**src/rtl/ifetch_queue.sv**
```systemverilog
// ifetch_queue: fetch PC, ROM word capture FIFO and valid/ready hand-off to decode.
// Optional IFETCH_BYPASS_EN macro adds a 0-cycle imem_rd -> out_* path when the queue is empty.
module ifetch_queue #(
    parameter int          DEPTH    = 4,
    parameter logic [31:0] RESET_PC = 32'h0000_0000,
    parameter int          IMEM_AW  = 6
) (
    input  logic               clk,
    input  logic               rst_n,
    output logic [IMEM_AW-1:0] imem_a,
    input  logic [31:0]        imem_rd,
    input  logic               redirect_valid,
    input  logic [31:0]        redirect_pc,
    output logic               out_valid,
    input  logic               out_ready,
    output logic [31:0]        out_instr,
    output logic [31:0]        out_pc,
    output logic [31:0]        out_pc4
);
    localparam int PW = $clog2(DEPTH);
    localparam logic [PW:0] FULL = (PW+1)'(DEPTH);
    logic [31:0]   fetch_pc;
    logic [31:0]   q_instr [DEPTH];
    logic [31:0]   q_pc    [DEPTH];
    logic [PW-1:0] rd_ptr, wr_ptr;
    logic [PW:0]   count;
    logic          empty, pop, qpop, push, take;
    logic [31:0]   head_instr, head_pc;
    assign empty      = count == '0;
    assign imem_a     = fetch_pc[IMEM_AW+1:2];
    // empty head reads as zero so flushed entries never leak onto out_*
    assign head_instr = empty ? '0 : q_instr[rd_ptr];
    assign head_pc    = empty ? '0 : q_pc[rd_ptr];
`ifdef IFETCH_BYPASS_EN
    logic byp;
    assign byp       = empty & !redirect_valid & rst_n;
    assign take      = byp & out_ready;
    assign out_valid = !empty | byp;
    assign out_instr = byp ? imem_rd : head_instr;
    assign out_pc    = byp ? fetch_pc : head_pc;
`else
    assign take      = 1'b0;
    assign out_valid = !empty;
    assign out_instr = head_instr;
    assign out_pc    = head_pc;
`endif
    assign out_pc4 = out_pc + 32'd4;
    assign pop     = out_valid & out_ready;
    assign qpop    = pop & !empty;
    assign push    = !redirect_valid & (count != FULL | qpop) & !take;
    always_ff @(posedge clk or negedge rst_n) begin
        if (!rst_n) begin
            fetch_pc <= RESET_PC;
            rd_ptr   <= '0;
            wr_ptr   <= '0;
            count    <= '0;
            for (int i = 0; i < DEPTH; i++) begin
                q_instr[i] <= '0;
                q_pc[i]    <= '0;
            end
        end else if (redirect_valid) begin
            fetch_pc <= {redirect_pc[31:2], 2'b00};
            rd_ptr   <= '0;
            wr_ptr   <= '0;
            count    <= '0;
        end else begin
            if (push) begin
                q_instr[wr_ptr] <= imem_rd;
                q_pc[wr_ptr]    <= fetch_pc;
                wr_ptr          <= wr_ptr + PW'(1);
            end
            if (qpop)
                rd_ptr <= rd_ptr + PW'(1);
            if (push | take)
                fetch_pc <= fetch_pc + 32'd4;
            count <= count + (PW+1)'(push) - (PW+1)'(qpop);
        end
    end
endmodule

```
**config.mk**
```make
export PLATFORM = sky130hd
export DESIGN_NAME = ifetch_queue
export DESIGN_NICKNAME = d
export VERILOG_FILES = /design/src/rtl/ifetch_queue.sv
export SDC_FILE = /design/constraint.sdc
export NUM_CORES = 1
export LEC_CHECK = 0
export ABC_AREA = 1
export CAP_MARGIN = 20
export CORE_UTILIZATION = 38
export CTS_CLUSTER_DIAMETER = 200
export CTS_CLUSTER_SIZE = 8
export DETAILED_ROUTE_END_ITERATION = 7
export GPL_TIMING_DRIVEN = 1
export PLACE_DENSITY = 0.62
export SLEW_MARGIN = 20
export SYNTH_ARGS = -nofsm -noshare
export SYNTH_HDL_FRONTEND = slang
export SYNTH_SLANG_ARGS = --single-unit
```
**constraint.sdc**
```tcl
create_clock -name clk -period 2.6 [get_ports clk]
set_input_delay 0.52 -clock clk [delete_from_list [all_inputs] [get_ports clk]]
set_output_delay 0.52 -clock clk [all_outputs]
set_load 0.1 [all_outputs]
```
### After elaboration in Yosys (flattened, before gate mapping)

Index checks and enable logic that the tools add are counted.

* flip-flop bits (word level): 295
* bits of input ports: 68
* output and inout port bits: 103
* logic and storage cells: 55

* add/subtract/negate cells: 6
* $lt $le $gt $ge: 3
* eq/ne operators: 1
* multiplexer cells: 19
* bitwise operators: 7
* reduce and logical (&&, ||, !) cells: 7

Operator list (number)
* $mux 32: 9
* $bwmux 128: 2
* $bmux 32 s2: 2
* $add 32x3->32 const B: 2
* $demux 32 s2: 1
* $mux 2: 4
* $ge 3x3->1 const B: 2
* $not 2->3: 2
* $add 2x1->2 const B: 2
* $reduce_bool 2->1: 2
* $add 3x1->3: 1
* $and 1x1->1: 3
* $logic_not 3->1: 1
* $lt 3x1->1 const B: 1
* $mux 3: 1
* $ne 3x3->1 const B: 1
* $sub 3x1->3: 1
* $logic_not 1->1: 2
* $reduce_and 2->1: 1
* $logic_and 1x1->1: 1
* $not 1->1: 1
* $or 1x1->1: 1

### Logic depth before layout (Yosys ltp)

Gate-level depths: netlist of run 1.

* depth after elaboration: 9
* gate-level depth with buffers: 15
* mapped depth without buffers: 14

### Worst setup path before layout of run 1

Ideal clock, no wire load.

* path kind: reg2out
* from: register rd_ptr[0]
* to: output port out_pc4[16]
* arrival: 4932 ps
* data required time: 2080 ps
* slack: -2852 ps
* cell stages (with the launch flop): 15
* buffers on the path: 2
* cell sequence: dfrtp_1 > buf_6 > inv_8 > buf_6 > nand2_1 > nand3_1 > nand3_1 > inv_1 > ha_1 > nand2_1 > nor2_4 > inv_2 > nor2_2 > nand2_1 > xor2_1

* cells in the longest elaborated chain, start to end: 6

RTL lines
* start: declaration: RTL line 25 `logic [PW-1:0] rd_ptr, wr_ptr;`
* start signal: assignment: RTL line 73 `rd_ptr <= rd_ptr + PW'(1);`
* $not 2->3 (not written as such): RTL line 33 `assign head_pc = empty ? '0 : q_pc[rd_ptr];`
* $bmux 32 s2: RTL line 33
* $mux 32 (not written as such) (2 in series): RTL line 33
* $mux 32: RTL line 33
* via out_pc[2]: RTL line 17 `output logic [31:0] out_pc,`
* $add 32x3->32: RTL line 47 `assign out_pc4 = out_pc + 32'd4;`
* end: declaration: RTL line 18 `output logic [31:0] out_pc4`

The timed path passes the listed nets, and every way through them passes these cells. The select of a mux whose other input is x is not followed.

### Worst setup path after layout of run 1

* from: register rd_ptr[0]
* to: output port out_pc4[12]

* cells in the longest elaborated chain, start to end: 6

RTL lines (RTL line)
* $not 2->3 (not written as such): 33
* $bmux 32 s2: 33
* $mux 32 (not written as such) (2 in series): 33
* $mux 32: 33
* $add 32x3->32: 47

No other way between the ends. The select of a mux whose other input is x is not followed.

==> results of run 1 <==
-- flip-flops by register name, indices dropped and copies added, names as in the netlist --
name / cells
q_instr: 128
fetch_pc: 30
wr_ptr: 2
q_pc: 120
count: 3
rd_ptr: 2
-- layout make-up --
cell class / instances / area share
Multi-Input combinational cell: 1403 / 0.355
Sequential cell: 285 / 0.321
Timing Repair Buffer: 363 / 0.221
Clock buffer: 42 / 0.0463
Tap cell: 511 / 0.0287
Inverter: 143 / 0.0256
Clock inverter: 4 / 0.00320
-- critical path, delay by kind of cell (launching register included) --
kind / cells / cell delay (ps)
flops: 1 / 530
fa+ha+maj: 1 / 150
xor+xnor: 1 / 160
simple gates: 8 / 840
buf+inv: 4 / 450
-- layout by cell type (no fill, tap or decap), types with 2 or more instances in the layout --
cell type          n
nand2_1          522
dfrtp_1          283
o21ai_0          258
nor2_1           173
inv_1            122
buf_4            120
buf_12           113
clkdlybuf4s50_1   64
nand3_1           63
clkbuf_16         49
nand2_2           42
o21ai_2           39
nand3_2           37
nor2_2            37
buf_6             35
o21ai_1           32
nor2_4            28
nand2_4           22
a21oi_4           22
xor2_1            20
nand4_1           15
xor2_4            14
buf_16            14
inv_2             12
nor3_1            11
a21oi_2           10
o211ai_1          10
buf_8              8
a21oi_1            7
o221ai_1           7
ha_1               7
nand3_4            5
inv_4              5
conb_1             4
o21ai_4            3
o21bai_1           3
clkinv_8           2
nand2_8            2
-- synth_stat cells, types with 2 or more instances --
| cell type | number |
|---|---|
| nand2_1 | 580 |
| o21ai_0 | 318 |
| dfrtp_1 | 285 |
| nor2_1 | 210 |
| inv_1 | 135 |
| nand3_1 | 102 |
| buf_4 | 41 |
| clkbuf_1 | 39 |
| a21oi_1 | 38 |
| xor2_1 | 34 |
| nor2_2 | 22 |
| buf_2 | 18 |
| nand4_1 | 15 |
| o21ai_1 | 14 |
| buf_6 | 13 |
| nor3_1 | 11 |
| o211ai_1 | 10 |
| ha_1 | 8 |
| buf_1 | 7 |
| o221ai_1 | 7 |
| inv_2 | 6 |
| nand2_2 | 6 |
| nor2_4 | 6 |
| nand3_2 | 3 |
| o21bai_1 | 3 |
| and2_1 | 2 |
| nand2_4 | 2 |
| xnor2_1 | 2 |
-- per-layer routing --
| layer | GRT usage | vias to the layer above | share of wire |
|---|---|---|---|
| li1 | - | 6802 | - |
| met1 | 0.325 | 6782 | 0.45 |
| met2 | 0.380 | 432 | 0.47 |
| met3 | 0.0321 | 66 | 0.061 |
| met4 | 0.0639 | 0 | 0.018 |
| met5 | 0 | - | 0 |
-- through the flow --
stage	setup WS (ps)	TNS, ps
detailed placement	-180	-5450
floorplan	-1000	-27900
CTS	-620	-29340
finish	-587	-24080
global route	-724	-31310
global placement	-161	-4150
-- cell families (layout without fill, tap and decap cells) --
group	count (synthesis)	count (layout)
XOR/XNOR	36	36
other	1	4
AO/OA/AOI/OAI	393	393
flip-flops	285	285
adder cells (fa/ha/maj)	9	9
AND/OR/NAND/NOR	961	961
buffers and inverters	261	552
-- worst paths after layout --
kind | start | to | slack, ps
max | rd_ptr[0] | out_pc4[12] | -590
min | q_instr[28] | q_instr[28] | 480
max reg2reg | count[1] | count[2] | 250
min reg2reg | q_instr[28] | q_instr[28] | 480
max in group asynchronous | rst_n | q_pc[6] | 1230
min in group asynchronous | rst_n | q_instr[83] | 520
-- repair_timing --
action,in CTS,in global routing
gates resized for setup,164,194
pin swaps,46,37
hold buffers,1,0
gates cloned,9,10
buffers inserted,11,24
setup endpoints to repair,88,89
endpoints found under the hold margin,59,0
==> key figures, run 1 <==
Yosys
  – Yosys warns: 0
  – Average size of a mapped cell: 7.61 sq um
  – Compound-cell area share of the yosys netlist: 0.137
  – Area contributors post-synth: dfrtp_1 48%, nand2_1 15%, o21ai_0 11%, nor2_1 5.3%, nand3_1 3.4%
  – Simple-Gate Fraction of Synth Area: 0.267
  – Mapped Cells: 1946
  – Ys async rst share: 1.00
  – #FFs+latches synth: 285
  – Predominant post-synthesis flop cell: dfrtp_1
  – Largest family of logic cells by synthesized area: simple AND/OR/NAND/NOR gates
  – Seq/Total Area, Yosys: 0.481
  – Synth top area share: 0.481
  – Unique masters post-synth: 37
  – Synthesized-area fraction occupied by adder cells: 0.00811
  – Xor-xnor portion of the synthesized cell area: 0.0213
  – Cell taking the most area after synthesis: dfrtp_1
  – Post-synth EDFFs: 0
  – Post-synthesis mux area share: 0
  – Cell area after synthesis: 14800 sq um

STA
  – RSZ-0062 raised after global routing: yes
  – Final period util: 1.23
  – Final Max Slew Viols: 0
  – Fmax: 0.314 GHz
  – Tmin final: 3190 ps
  – Rel. slew slack: 0.652
  – Final hold slack: 477 ps
  – Clk_skew: 27.6 ps
  – Final worst setup slack: -587 ps
  – Final setup fails: 76
  – Hold Vio Cnt, Final: 0
  – Slew @ Worst Pin: 522 ps

Layout
  – Antenna cells: 0
  – Sequential cell area: 7140 sq um
  – Post-route insts no fill: 2751
  – Synth-to-layout area growth: 50.3%
  – Layout cells sized above 1: 0.281
  – Fin area: 22300 sq um
  – Multi-input logic area: 7900 sq um
  – Fin util: 0.585
  – Fillers: 3358
  – Final net count: 2314

Clocking
  – TritonCTS clock tree: yes
  – Clk sink count: 285
  – H-tree levels: 2
  – Clock Latency Late Sink: 550 ps
  – CTS Buffer Depth: 3
  – Clock root buffer: clkbuf_16
  – CTS Buf Count: 41
  – Clk slew on worst S/H paths: 50 ps

Detailed routing
  – Initial DRC count: 1109
  – Final wirelength: 46.6 mm
  – Via count: 14.1k
  – Final ANT Viol Nets: 0
  – Drt pass-1 iters: 6
  – Vias per inst: 5.12
  – WL/cell: 16.9 microns
  – Remaining DRCs: 0

Place
  – Placement Cell Area: 19400 sq um
  – Placer Congestion: 0.924
  – Input/output buffers: 164
  – Hpwl dp: 29.7 mm
  – Placed insts: 2653

Die
  – I/O pin cnt: 171
  – Core area: 38000 sq um
  – Die Wd: 199 microns
  – Die H: 199 microns
  – DIE AREA: 39800 sq um
  – Cell Rows: 71
  – Starting Density: 0.390

Worst hold path
  – Hold depth: 2
  – Hold WC Path Type: flip-flop to flip-flop

Setup path
  – Critical Path Start Type: flip-flop
  – Worst path arrival time: 2670 ps
  – CP peak stage delay: 530 ps
  – WS Path Type: flip-flop to output port
  – Crit-path max FO: 7
  – Worst setup EP type: output port
  – Cells on worst reg2reg path: 12
  – Top cell by count, worst path: nor2_4
  – WP data required: 2080 ps
  – CP max stage cell: dfrtp_4
  – Critical-path cell list: clkinv_8 -> nand2_1 -> nand3_1 -> and2_4 -> inv_2 -> nor2_4 -> ha_4 -> nand2_4 -> nor2_4 -> nand3_4 -> nor2_4 -> buf_12 -> xor2_4 -> buf_12

Global route
  – Initial antenna violation count: 0
  – Largest net degree at the start of global routing: 67
  – Tot GR Track Use: 0.234
  – Global-route wire length before repair: 73.0 mm
  – Vias in the first global route: 13.7k
  – Overflow after GRT: 0

Status
  – Status: finished, violations left
  – Failing checks: setup timing

Run
  – Max cap viols: 0
Power of run 1 is not shown: default switching activity piles up to over one toggle a cycle in this logic, so the estimate is an artifact.
==> run 2: changes to the inputs <==
Settings changed: SLEW_MARGIN 20 to unset.
==> results of run 2 <==
The final DEF is identical to that of run 1; final timing and power are the same.
Power of run 2 is left out for the same reason.
==> variant, RTL diff (settings of run 1) <==
Build with the macro `IFETCH_BYPASS_EN` defined.
--- a/src/rtl/ifetch_queue.sv
+++ b/src/rtl/ifetch_queue.sv
@@ -1,5 +1,7 @@
 // ifetch_queue: fetch PC, ROM word capture FIFO and valid/ready hand-off to decode.
 // Optional IFETCH_BYPASS_EN macro adds a 0-cycle imem_rd -> out_* path when the queue is empty.
+`define IFETCH_BYPASS_EN
+
 module ifetch_queue #(
     parameter int          DEPTH    = 4,
     parameter logic [31:0] RESET_PC = 32'h0000_0000,
Check against the original RTL: not equivalent (Yosys sat finds a counterexample within 4 cycles, from zero or initial values and one cycle with rst_n low).
==> variant against run 1 <==
  * Highest routed layer unchanged
  * Sequential share of layout area down 0.14 points
  * Routed wire length up 3.4%
  * Final cell count up 1.8%
  * Synthesized area up 2.5%
  * First-iteration DRC count down 5.2%
  * Count of clock-buffer cells in the layout up 1
  * Sequential cell count unchanged
  * Cell area up 0.43%
  * The flow still finishes with violations (setup timing)
  * Setup slack worse by 120 ps
==> variant: results (changes against run 1) <==
metric;value;unit;change
status;finished, violations left;;
violated checks;setup timing;;
setup TNS;-32120;ps;-8040 ps
DR pass1 iterations;5;;-1
Non-Filler Instances;2801;;+1.8%
Slew @ Worst Pin;1010;ps;+488 ps
Synth Instances;2020;;+3.8%
CP max stage cell;dfrtp_1;;
Place WS;-622;ps;-442 ps
clock skew;11.3;ps;-16.3 ps
crit path DAT;2790;ps;+120 ps
CP max stage delay;420;ps;-110 ps
layout cell share with drive strength beyond 1;25.0;%;-3.1 points
Yosys cell types;39;;+5.4%
largest net degree at the start of global routing;164;;+140%
gr usage total;23.9;%;+0.51 points
Vias/cell;5.09;;-0.54%
worst min-delay path class;in -> async;;
Routed wire per std cell;17.2;um;+1.6%
Synth top cells by count;nand2_1, o21ai_0, dfrtp_1;;
# nets final;2356;;+1.8%
Hold WS;126;ps;-351 ps
Final WS setup;-708;ps;-120 ps
sequential fraction of the synthesis area;47.0;%;-1.2 points
Largest regs;q_instr (128), q_pc (120), fetch_pc (30);;
flop-to-flop setup slack;60;ps;-190 ps
Inst Count DP;2735;;+3.1%
gp weighted congestion;0.930;;+0.67%
filler cell count;3448;;+2.7%
Detailed Route Iter0 Violations;1051;;-5.2%
static leakage;10.3;nW;
crit path max fanout;5;;-2
worst-skew pair later-pin latency;530;ps;-20 ps
final setup vio count;85;;+12%
hpwl dp;33.6;mm;+13%
most area-consuming cells after synthesis;dfrtp_1, nand2_1, o21ai_0, nand3_1, inv_1;;
variant: per-layer routing:
metal / global-route usage, % / share of wire (%) / wire (um)
met3: 3.19 / 4.5 / 2190
met5: 0 / 0 / 0
met2: 39.4 / 48 / 23000
met4: 7.14 / 2.8 / 1370
met1: 32.6 / 45 / 21700
variant: area by class of cell:
class / count / area share, %
Multi-Input combinational cell: 1423 / 37.0
Sequential cell: 285 / 31.9
Timing Repair Buffer: 333 / 19.9
Clock buffer: 43 / 4.72
Inverter: 195 / 3.39
Tap cell: 518 / 2.90
Clock inverter: 3 / 0.185
Antenna cell: 1 / 0.0112
variant: final timing paths:
kind | start | end | cells after the start
hold / removal | rst_n | q_instr[28] | 2
setup reg to reg | count[1] | count[2] | 15
min in group clk | q_pc[73] | q_pc[73] | 2
hold reg to reg | q_pc[73] | q_pc[73] | 2
setup / recovery | count[1] | out_pc4[19] | 15
max in group asynchronous | rst_n | q_pc[9] | 3
variant: per-stage QoR:
stage / instance area, um^2 / power, mW
detailed placement: 20400 / 28.6
CTS: 22100 / 34.2
global placement: 20400 / 28.3
floorplan: 16300 / 20.9
finish: 22400 / 34.2
global route: 22400 / 36.0
variant: logic make-up after synthesis:
| logic type | share of synthesized area (%) |
|---|---|
| adders and majority gates | 0.791 |
| and+or+nand+nor | 27.7 |
| buffers and inverters | 9.55 |
| DFF | 47.0 |
| AOI/OAI and AO/OA | 13.1 |
| xor gates and xnor gates | 1.90 |
| other | 0.0247 |
variant: what timing repair did:
item,CTS,global route
cloned,3,1
hold buffers,0,0
setup buffers,13,5
endpoints found under the setup margin,94,94
gates resized for setup,139,51
pin swaps,33,18
hold endpoints to repair,0,0
variant: critical path, delay by kind of cell (launching register included):
family        cells  cell delay (ps)
simple gates     12             1400
buf+inv           3              430
flops             1              420
